[src/rtl/pipeline_control_if.sv]
// Decode/EX handshake bundle between the instruction pipeline and its control block.
// The master side is the pipeline datapath; the slave side is pipeline_control.
interface pipeline_control_if;
  logic       dec_valid;
  logic       dec_use_ra;
  logic       dec_use_rt;
  logic [3:0] dec_rt_addr;
  logic       dec_use_rw;
  logic [3:0] dec_rw_addr;
  logic       dec_read_ps;
  logic       dec_write_ps;
  logic       dec_jump;
  logic       dec_branch;
  logic       dec_interrupt;
  logic       dec_halt;
  logic       br_resolve;
  logic       br_taken;
  logic       resume;
  logic       int_ack;
  logic       dec_ready;
  logic       issue;
  logic       fetch_en;
  logic       flush;
  logic       halted;
  logic       int_req;

  modport master (
    output dec_valid, dec_use_ra, dec_use_rt, dec_rt_addr, dec_use_rw, dec_rw_addr,
           dec_read_ps, dec_write_ps, dec_jump, dec_branch, dec_interrupt, dec_halt,
           br_resolve, br_taken, resume, int_ack,
    input  dec_ready, issue, fetch_en, flush, halted, int_req
  );

  modport slave (
    input  dec_valid, dec_use_ra, dec_use_rt, dec_rt_addr, dec_use_rw, dec_rw_addr,
           dec_read_ps, dec_write_ps, dec_jump, dec_branch, dec_interrupt, dec_halt,
           br_resolve, br_taken, resume, int_ack,
    output dec_ready, issue, fetch_en, flush, halted, int_req
  );
endinterface

[src/rtl/pipeline_control.sv]
// In-order issue control: two-slot write scoreboard for RAW stalls, branch wait,
// halt/interrupt drain, and restart flush generation.
module pipeline_control (
  input  logic               clk,
  input  logic               rst,
  pipeline_control_if.slave  bus
);

  localparam int unsigned ADDR_W = 4;

  typedef enum logic [2:0] {
    S_RUN,
    S_WAIT_BR,
    S_DRAIN_HLT,
    S_DRAIN_INT,
    S_HALTED,
    S_INT
  } state_t;

  typedef struct packed {
    logic              valid;
    logic              wr_reg;
    logic [ADDR_W-1:0] wr_addr;
    logic              wr_ps;
  } slot_t;

  state_t state_q, state_d;
  slot_t  ex_q, wb_q, ex_d;
  logic   hazard_c;
  logic   dec_ready_c, issue_c, flush_c;
  logic   fetch_en_q, halted_q, int_req_q;

  // A slot conflicts with the decode instruction if it will write something decode reads.
  function automatic logic slot_hit(
    input slot_t             s,
    input logic              use_ra,
    input logic              use_rt,
    input logic [ADDR_W-1:0] rt_addr,
    input logic              read_ps
  );
    return s.valid && ((use_ra && s.wr_reg && (s.wr_addr == ADDR_W'(0))) ||
                       (use_rt && s.wr_reg && (s.wr_addr == rt_addr)) ||
                       (read_ps && s.wr_ps));
  endfunction

  assign hazard_c = slot_hit(ex_q, bus.dec_use_ra, bus.dec_use_rt, bus.dec_rt_addr, bus.dec_read_ps) |
                    slot_hit(wb_q, bus.dec_use_ra, bus.dec_use_rt, bus.dec_rt_addr, bus.dec_read_ps);

  // Next state and the combinational handshake outputs.
  always_comb begin
    state_d     = state_q;
    dec_ready_c = 1'b0;
    issue_c     = 1'b0;
    flush_c     = 1'b0;
    if (!rst) begin
      case (state_q)
        S_RUN: begin
          if (bus.dec_valid && !hazard_c) begin
            dec_ready_c = 1'b1;
            if (bus.dec_halt) begin
              state_d = S_DRAIN_HLT;
            end else if (bus.dec_interrupt) begin
              state_d = S_DRAIN_INT;
            end else begin
              issue_c = 1'b1;
              if (bus.dec_jump || bus.dec_branch) begin
                state_d = S_WAIT_BR;
              end
            end
          end
        end
        S_WAIT_BR: begin
          if (bus.br_resolve) begin
            state_d = S_RUN;
            flush_c = bus.br_taken;
          end
        end
        // WB retires this cycle, so an empty EX slot means nothing is left in flight.
        S_DRAIN_HLT: begin
          if (!ex_q.valid) begin
            state_d = S_HALTED;
          end
        end
        S_DRAIN_INT: begin
          if (!ex_q.valid) begin
            state_d = S_INT;
          end
        end
        S_HALTED: begin
          if (bus.resume) begin
            state_d = S_RUN;
            flush_c = 1'b1;
          end
        end
        S_INT: begin
          if (bus.int_ack) begin
            state_d = S_RUN;
            flush_c = 1'b1;
          end
        end
        default: state_d = S_RUN;
      endcase
    end
  end

  // Entry loaded into the EX slot for the instruction issued this cycle.
  always_comb begin
    ex_d = '0;
    if (issue_c) begin
      ex_d.valid   = 1'b1;
      ex_d.wr_reg  = bus.dec_use_rw;
      ex_d.wr_addr = bus.dec_rw_addr;
      ex_d.wr_ps   = bus.dec_write_ps;
    end
  end

  always_ff @(posedge clk) begin
    if (rst) begin
      state_q    <= S_RUN;
      ex_q       <= '0;
      wb_q       <= '0;
      fetch_en_q <= 1'b1;
      halted_q   <= 1'b0;
      int_req_q  <= 1'b0;
    end else begin
      state_q    <= state_d;
      ex_q       <= ex_d;
      wb_q       <= ex_q;
      fetch_en_q <= (state_d == S_RUN);
      halted_q   <= (state_d == S_HALTED);
      int_req_q  <= (state_d == S_INT);
    end
  end

  assign bus.dec_ready = dec_ready_c;
  assign bus.issue     = issue_c;
  assign bus.flush     = flush_c;
  assign bus.fetch_en  = fetch_en_q;
  assign bus.halted    = halted_q;
  assign bus.int_req   = int_req_q;

endmodule

[src/flat_wrapper.sv]
// flat-port wrapper written by rule: the top's interface ports become plain ports
module pipeline_control_flat 
  (clk, rst, bus_dec_valid, bus_dec_use_ra, bus_dec_use_rt, bus_dec_rt_addr, bus_dec_use_rw, bus_dec_rw_addr, bus_dec_read_ps, bus_dec_write_ps, bus_dec_jump, bus_dec_branch, bus_dec_interrupt, bus_dec_halt, bus_br_resolve, bus_br_taken, bus_resume, bus_int_ack, bus_dec_ready, bus_issue, bus_fetch_en, bus_flush, bus_halted, bus_int_req);
  pipeline_control_if bus_i ();
  input  logic clk;
  input  logic rst;
  input wire logic [$bits(bus_i.dec_valid)-1:0] bus_dec_valid;
  input wire logic [$bits(bus_i.dec_use_ra)-1:0] bus_dec_use_ra;
  input wire logic [$bits(bus_i.dec_use_rt)-1:0] bus_dec_use_rt;
  input wire logic [$bits(bus_i.dec_rt_addr)-1:0] bus_dec_rt_addr;
  input wire logic [$bits(bus_i.dec_use_rw)-1:0] bus_dec_use_rw;
  input wire logic [$bits(bus_i.dec_rw_addr)-1:0] bus_dec_rw_addr;
  input wire logic [$bits(bus_i.dec_read_ps)-1:0] bus_dec_read_ps;
  input wire logic [$bits(bus_i.dec_write_ps)-1:0] bus_dec_write_ps;
  input wire logic [$bits(bus_i.dec_jump)-1:0] bus_dec_jump;
  input wire logic [$bits(bus_i.dec_branch)-1:0] bus_dec_branch;
  input wire logic [$bits(bus_i.dec_interrupt)-1:0] bus_dec_interrupt;
  input wire logic [$bits(bus_i.dec_halt)-1:0] bus_dec_halt;
  input wire logic [$bits(bus_i.br_resolve)-1:0] bus_br_resolve;
  input wire logic [$bits(bus_i.br_taken)-1:0] bus_br_taken;
  input wire logic [$bits(bus_i.resume)-1:0] bus_resume;
  input wire logic [$bits(bus_i.int_ack)-1:0] bus_int_ack;
  output wire logic [$bits(bus_i.dec_ready)-1:0] bus_dec_ready;
  output wire logic [$bits(bus_i.issue)-1:0] bus_issue;
  output wire logic [$bits(bus_i.fetch_en)-1:0] bus_fetch_en;
  output wire logic [$bits(bus_i.flush)-1:0] bus_flush;
  output wire logic [$bits(bus_i.halted)-1:0] bus_halted;
  output wire logic [$bits(bus_i.int_req)-1:0] bus_int_req;
  assign bus_i.dec_valid = bus_dec_valid;
  assign bus_i.dec_use_ra = bus_dec_use_ra;
  assign bus_i.dec_use_rt = bus_dec_use_rt;
  assign bus_i.dec_rt_addr = bus_dec_rt_addr;
  assign bus_i.dec_use_rw = bus_dec_use_rw;
  assign bus_i.dec_rw_addr = bus_dec_rw_addr;
  assign bus_i.dec_read_ps = bus_dec_read_ps;
  assign bus_i.dec_write_ps = bus_dec_write_ps;
  assign bus_i.dec_jump = bus_dec_jump;
  assign bus_i.dec_branch = bus_dec_branch;
  assign bus_i.dec_interrupt = bus_dec_interrupt;
  assign bus_i.dec_halt = bus_dec_halt;
  assign bus_i.br_resolve = bus_br_resolve;
  assign bus_i.br_taken = bus_br_taken;
  assign bus_i.resume = bus_resume;
  assign bus_i.int_ack = bus_int_ack;
  assign bus_dec_ready = bus_i.dec_ready;
  assign bus_issue = bus_i.issue;
  assign bus_fetch_en = bus_i.fetch_en;
  assign bus_flush = bus_i.flush;
  assign bus_halted = bus_i.halted;
  assign bus_int_req = bus_i.int_req;
  pipeline_control u_core (.clk(clk), .rst(rst), .bus(bus_i));
endmodule
[config.mk]
export PLATFORM = sky130hd
export DESIGN_NAME = pipeline_control_flat
export DESIGN_NICKNAME = d
export VERILOG_FILES = /design/src/rtl/pipeline_control_if.sv /design/src/rtl/pipeline_control.sv /design/src/flat_wrapper.sv
export SDC_FILE = /design/constraint.sdc
export NUM_CORES = 1
export LEC_CHECK = 0
export ABC_AREA = 1
export ABC_CLOCK_PERIOD_IN_PS = 1580
export CAP_MARGIN = 15
export CORE_ASPECT_RATIO = 1.1
export CORE_UTILIZATION = 45
export DETAILED_ROUTE_END_ITERATION = 7
export GPL_ROUTABILITY_DRIVEN = 0
export PLACE_DENSITY = 0.8
export SYNTH_ARGS = -nofsm -noshare
export SYNTH_HDL_FRONTEND = slang
export SYNTH_SLANG_ARGS = --single-unit
[constraint.sdc]
create_clock -name clk -period 1.58 [get_ports clk]
set_clock_uncertainty 0.1 [all_clocks]
set_input_delay 0.237 -clock clk [delete_from_list [all_inputs] [get_ports clk]]
set_output_delay 0.237 -clock clk [all_outputs]
set_load 0.02 [all_outputs]
# ---- Word level (Yosys, flattened, before mapping)
# Cells that the tools add are included.
dict set report op_classes {
  n_reduce_logical 24
  bitwise 2
  mux 25
  n_eq_ne 9
}
# op count
set op_table {}
lappend op_table {{two-way mux 3 bit} 10}
lappend op_table {{one-hot mux 3 bit (6 select lines)} 1}
lappend op_table {{logical AND 1 bit} 13}
lappend op_table {{equality test 3 bit (second input constant)} 4}
lappend op_table {{two-way mux 1 bit} 12}
lappend op_table {{equality test 4 bit} 2}
lappend op_table {{logical NOT 4 bit} 2}
lappend op_table {{two-way mux 7 bit} 1}
lappend op_table {{equality test 3 x 2 -> 1 bit (second input constant)} 2}
lappend op_table {{logical NOT 3 bit} 2}
lappend op_table {{logical OR 1 bit} 5}
lappend op_table {{equality test 3 x 1 -> 1 bit (second input constant)} 1}
lappend op_table {{one-hot mux 1 bit (3 select lines)} 1}
lappend op_table {{OR reduction 2 bit} 1}
lappend op_table {{logical NOT 1 bit} 1}
lappend op_table {{inverter 1 bit} 1}
lappend op_table {{OR 1 bit} 1}
dict set report totals {
  wordCells 72
  register_bits 20
  inputBits 24
}

# ---- Logic depth before layout (Yosys ltp)
dict set report logic_depth {
  word_depth 13
  mapped_depth 13
  mapped_depth_nobuf 13
}

# ---- Least setup slack after synthesis
# Ideal clock, no wire load.
dict set report synth_timing {
  kind {register to output}
  startpoint {reg u_core.ex_q[4] (netlist name)}
  endpoint {out bus_issue}
  path_buffers 0
  required_time_ns 1.243
  t_arrival_ns 1.278
  path_stages_with_launch 12
  setup_slack_ns -0.035
  cell_sequence {dfxtp_1 inv_1 nand2_1 nand2_1 nor2_1 nand3_1 nand2_1 nand2_2 nand3_4 nor2_4 nand3_4 inv_1}
}
dict set report synth_between {
  elab_chain_cells 11
}
# item line
set synth_lines {}
lappend synth_lines {{from (decl)} pipeline_control.sv:28} ;# slot_t ex_q, wb_q, ex_d;
lappend synth_lines {{from (signal assigned)} pipeline_control.sv:120} ;# ex_q <= '0;
lappend synth_lines {{from (signal assigned)} pipeline_control.sv:127} ;# ex_q <= ex_d;
lappend synth_lines {{equality test 4 bit / logical NOT 4 bit (equally long branches)} {pipeline_control.sv:42, pipeline_control.sv:41}}
lappend synth_lines {{logical AND 1 bit (on tied branches)} {pipeline_control.sv:42, pipeline_control.sv:41}}
lappend synth_lines {{logical OR 1 bit (*)} pipeline_control.sv:41} ;# return s.valid && ((use_ra && s.wr_reg && (s.wr_addr == ADDR_W'(0))) ||
lappend synth_lines {{logical OR 1 bit (*)} pipeline_control.sv:42} ;# (use_rt && s.wr_reg && (s.wr_addr == rt_addr)) ||
lappend synth_lines {{logical AND 1 bit (*)} pipeline_control.sv:41}
lappend synth_lines {{OR 1 bit (*)} pipeline_control.sv:46} ;# assign hazard_c = slot_hit(ex_q, bus.dec_use_ra, bus.dec_use_rt, bus.dec_rt_addr, bus.dec_read_ps) |
lappend synth_lines {{logical NOT 1 bit (*)} pipeline_control.sv:58} ;# if (bus.dec_valid && !hazard_c) begin
lappend synth_lines {{logical AND 1 bit (*)} pipeline_control.sv:58}
lappend synth_lines {{two-way mux 1 bit (*)} pipeline_control.sv:58}
lappend synth_lines {{two-way mux 1 bit (*)} pipeline_control.sv:56} ;# case (state_q)
lappend synth_lines {{two-way mux 1 bit (*)} pipeline_control.sv:55} ;# if (!rst) begin
lappend synth_lines {{to (decl)} flat_wrapper.sv:24} ;# output wire logic [$bits(bus_i.issue)-1:0] bus_issue;
# Every way passes the cells marked *; elsewhere a longest branch is shown, timed or not.

# ---- Worst setup path after layout
# Same ends and word-level chain as after synthesis.

==> impl_metrics.py <==
metrics = {
    "timing": {
        "grt_setup_unrepaired": "true",
        "setup-violations-final": 6,
        "worst_slew_pin_slew_ps": 342.9,
        "drv_slew": 0,
        "finalSetupTns_ps": -862.8,
        "finalCriticalPeriod_ps": 1898,
        "fmax_mhz": 526.9,
        "final_hold_viol_count": 0,
        "slew_headroom_pct": 77.10,
        "setup_slack_ps": -317.9,
        "finalCritPeriodShare_pct": 120.1,
    },
    "die": {
        "die_area_um2": 2417,
        "die_h_um": 51.47,
        "die_w_um": 46.97,
        "ios": 30,
        "initial_core_util_pct": 49.02,
        "coreArea_um2": 2042,
        "rows": 17,
    },
    "power": {
        "finalPower_mw": 1.070,
        "irDropWorstVdd_uv": 561.2,
        "pwr_density_cell_nw_per_um2": 677.4,
        "leakagePower_nw": 0.7818,
    },
    "drt": {
        "drt-wirelength-per-cell_um": 12.70,
        "routed_wl_um": 2857,
        "drc": 0,
        "vias": 1130,
        "via_per_inst": 5.022,
        "ant_nets": 0,
        "first_pass_iters": 5,
        "drt_iter0_drc": 35,
    },
    "global_routing": {
        "first_global_vias": 1057,
        "antenna_found_initial": 0,
        "grt_pass1_wl_um": 4243,
        "grt_usage_pct": 25.28,
        "grt_overflow": 0,
        "grt_max_degree": 11,
    },
    "placed_design": {
        "port_buffers": 29,
        "place.detailed.hpwl_um": 1922,
    },
    "synth": {
        "synthTopCellsByCount": "nand2_1, inv_1, nor2_1",
        "yosys_warnings": 0,
        "synth_cell_types": 24,
        "netlist_area_um2": 1001,
        "synth_ff_type": "dfxtp_1",
        "yosysSeqAreaShare_pct": 40.00,
        "ys_top_cells_by_area": "dfxtp_1, nand2_1, inv_1, nor2_1, nor2_2",
        "syn_nets": 169,
        "synth_top_area_cell": "dfxtp_1",
        "synth-seq-cells": 20,
        "synth-async-reset-ratio_pct": 0,
        "synth_edf_count": 0,
        "syn_area_per_cell_um2": 6.903,
        "yosysTopAreaCellShare_pct": 40.00,
        "synth.most_common_cell": "nand2_1",
        "syn_inst": 145,
    },
    "cts": {
        "clk_latency_ps": 300,
        "clk_pin_slew_ps": 100,
        "clockBufferDepth": 2,
        "clockRootBuffer": "clkbuf_4",
        "cts_tree": "built",
        "clock_sinks": 20,
        "hold_buffers": 0,
        "htreeDepth": 1,
        "cts_buffers": 3,
    },
    "outcome": {
        "outcome": "finished with violations",
        "failed_checks": "setup timing",
    },
    "final_layout": {
        "final_nets": 223,
        "num-fill-cells": 155,
        "final_core_utilization_pct": 77.39,
        "antenna_cells": 0,
        "area_growth_syn_to_layout_pct": 57.88,
        "drive_gt1_share_pct": 37.06,
    },
    "flow_run": {
        "cap_violations": 0,
    },
    "worst_setup_path": {
        "cp.arrival_ps": 1560,
        "required_ps": 1240,
        "worst-setup-path-type": "reg2out",
        "endpoint_kind": "output port",
        "critPathMaxFanout": 3,
        "cp-start-kind": "flip-flop",
    },
    "worst_hold_path": {
        "holdCritPathClass": "reg2reg",
    },
}
-- what timing repair did --
item,CTS,global route
buffers inserted,6,4
endpoints found under the setup margin,7,18
pin swaps,7,17
resized for setup,37,24
-- power by group --
part           total [mW]  switching, mW  internal [mW]  leakage (nW)
Sequential          0.537         0.0137          0.524         0.167
Combinational       0.293          0.143          0.151         0.601
Clock               0.240          0.151         0.0890        0.0138
-- placed cells by master (no fill, tap or decap), types with 4 or more instances in the layout --
| cell | Yosys | routed |
|---|---|---|
| nand3_1 | 5 | 5 |
| dlygate4sd2_1 | 0 | 5 |
| clkdlybuf4s50_1 | 0 | 18 |
| inv_2 | 0 | 7 |
| buf_6 | 0 | 4 |
| nand2_2 | 3 | 8 |
| nor2_1 | 22 | 20 |
| inv_1 | 30 | 22 |
| nor2_2 | 6 | 8 |
| buf_4 | 0 | 20 |
| dfxtp_1 | 20 | 10 |
| dfxtp_2 | 0 | 9 |
| nand2_1 | 36 | 30 |
-- worst max-delay path, cell delays in order, from the launching register on --
cell and delay, ps:
dfxtp_2 340, inv_2 60, nand2_1 60, nand2_2 60
nor2_1 40, nand3_1 80, nand2_2 70, nand2_2 100
nand3_4 90, nor2_4 120, nand3_4 70, inv_2 50
buf_6 100
-- state kept, by name, indices dropped and copies added, names as in the netlist --
| register | cells |
|---|---|
| u_core.ex_q | 7 |
| u_core.wb_q | 7 |
| u_core.state_q | 3 |
| u_core.bus.fetch_en | 1 |
| u_core.bus.halted | 1 |
| u_core.bus.int_req | 1 |
-- kinds of logic (layout without fill, tap and decap cells) --
| logic type | after synthesis | count (layout) | synth area share [%] |
|---|---|---|---|
| AOI/OAI and AO/OA | 11 | 11 | 8.000 |
| xor gates and xnor gates | 1 | 1 | 0.8752 |
| buffers and inverters | 31 | 83 | 11.62 |
| DFF | 20 | 20 | 40.00 |
| and+or+nand+nor | 82 | 82 | 39.50 |
-- routing by layer --
layer | wire, um | share of wire, % | GRT usage [%] | up-vias
met4 | 123 | 4.3 | 15.24 | 0
met5 | 0 | 0 | 0 | -
met2 | 1509 | 53 | 43.52 | 63
met3 | 195 | 6.8 | 4.947 | 15
met1 | 1028 | 36 | 27.17 | 505
li1 | - | - | - | 547
-- cell type report --
type | count | area (um2) | share of cell area [%]
tap | 28 | 35.03 | 2.217
inverter | 30 | 115.1 | 7.284
sequential | 20 | 415.4 | 26.29
timing repair buffer | 50 | 456.7 | 28.90
multi-input combinational | 94 | 535.5 | 33.89
clock buffer | 3 | 22.52 | 1.425
-- final timing paths --
check	startpoint	endpoint	slack, ps	depth (start not counted)
worst max register to register	u_core.wb_q[2]$_SDFF_PP0_	u_core.bus.fetch_en$_SDFF_PP1_	-90	14
worst min-delay path	u_core.ex_q[0]$_SDFF_PP0_	u_core.wb_q[0]$_SDFF_PP0_	340	2
worst min register to register	u_core.ex_q[0]$_SDFF_PP0_	u_core.wb_q[0]$_SDFF_PP0_	340	2
worst max-delay path	u_core.ex_q[4]$_SDFF_PP0_	bus_issue	-320	12
-- per-stage QoR --
stage          hold slack (ps)  cell area, um2  instances  setup WS, ps
6_report                 338.9            1580        225        -317.9
5_1_grt                  362.6            1580        225        -413.7
4_1_cts                  332.7            1508        223        -291.2
3_5_place_dp             317.6            1420        214        -821.0
3_3_place_gp             313.3            1420        214        -790.1
2_1_floorplan            263.5            1001        145         8.968
Note: power is estimated with default switching activity, not from simulation.
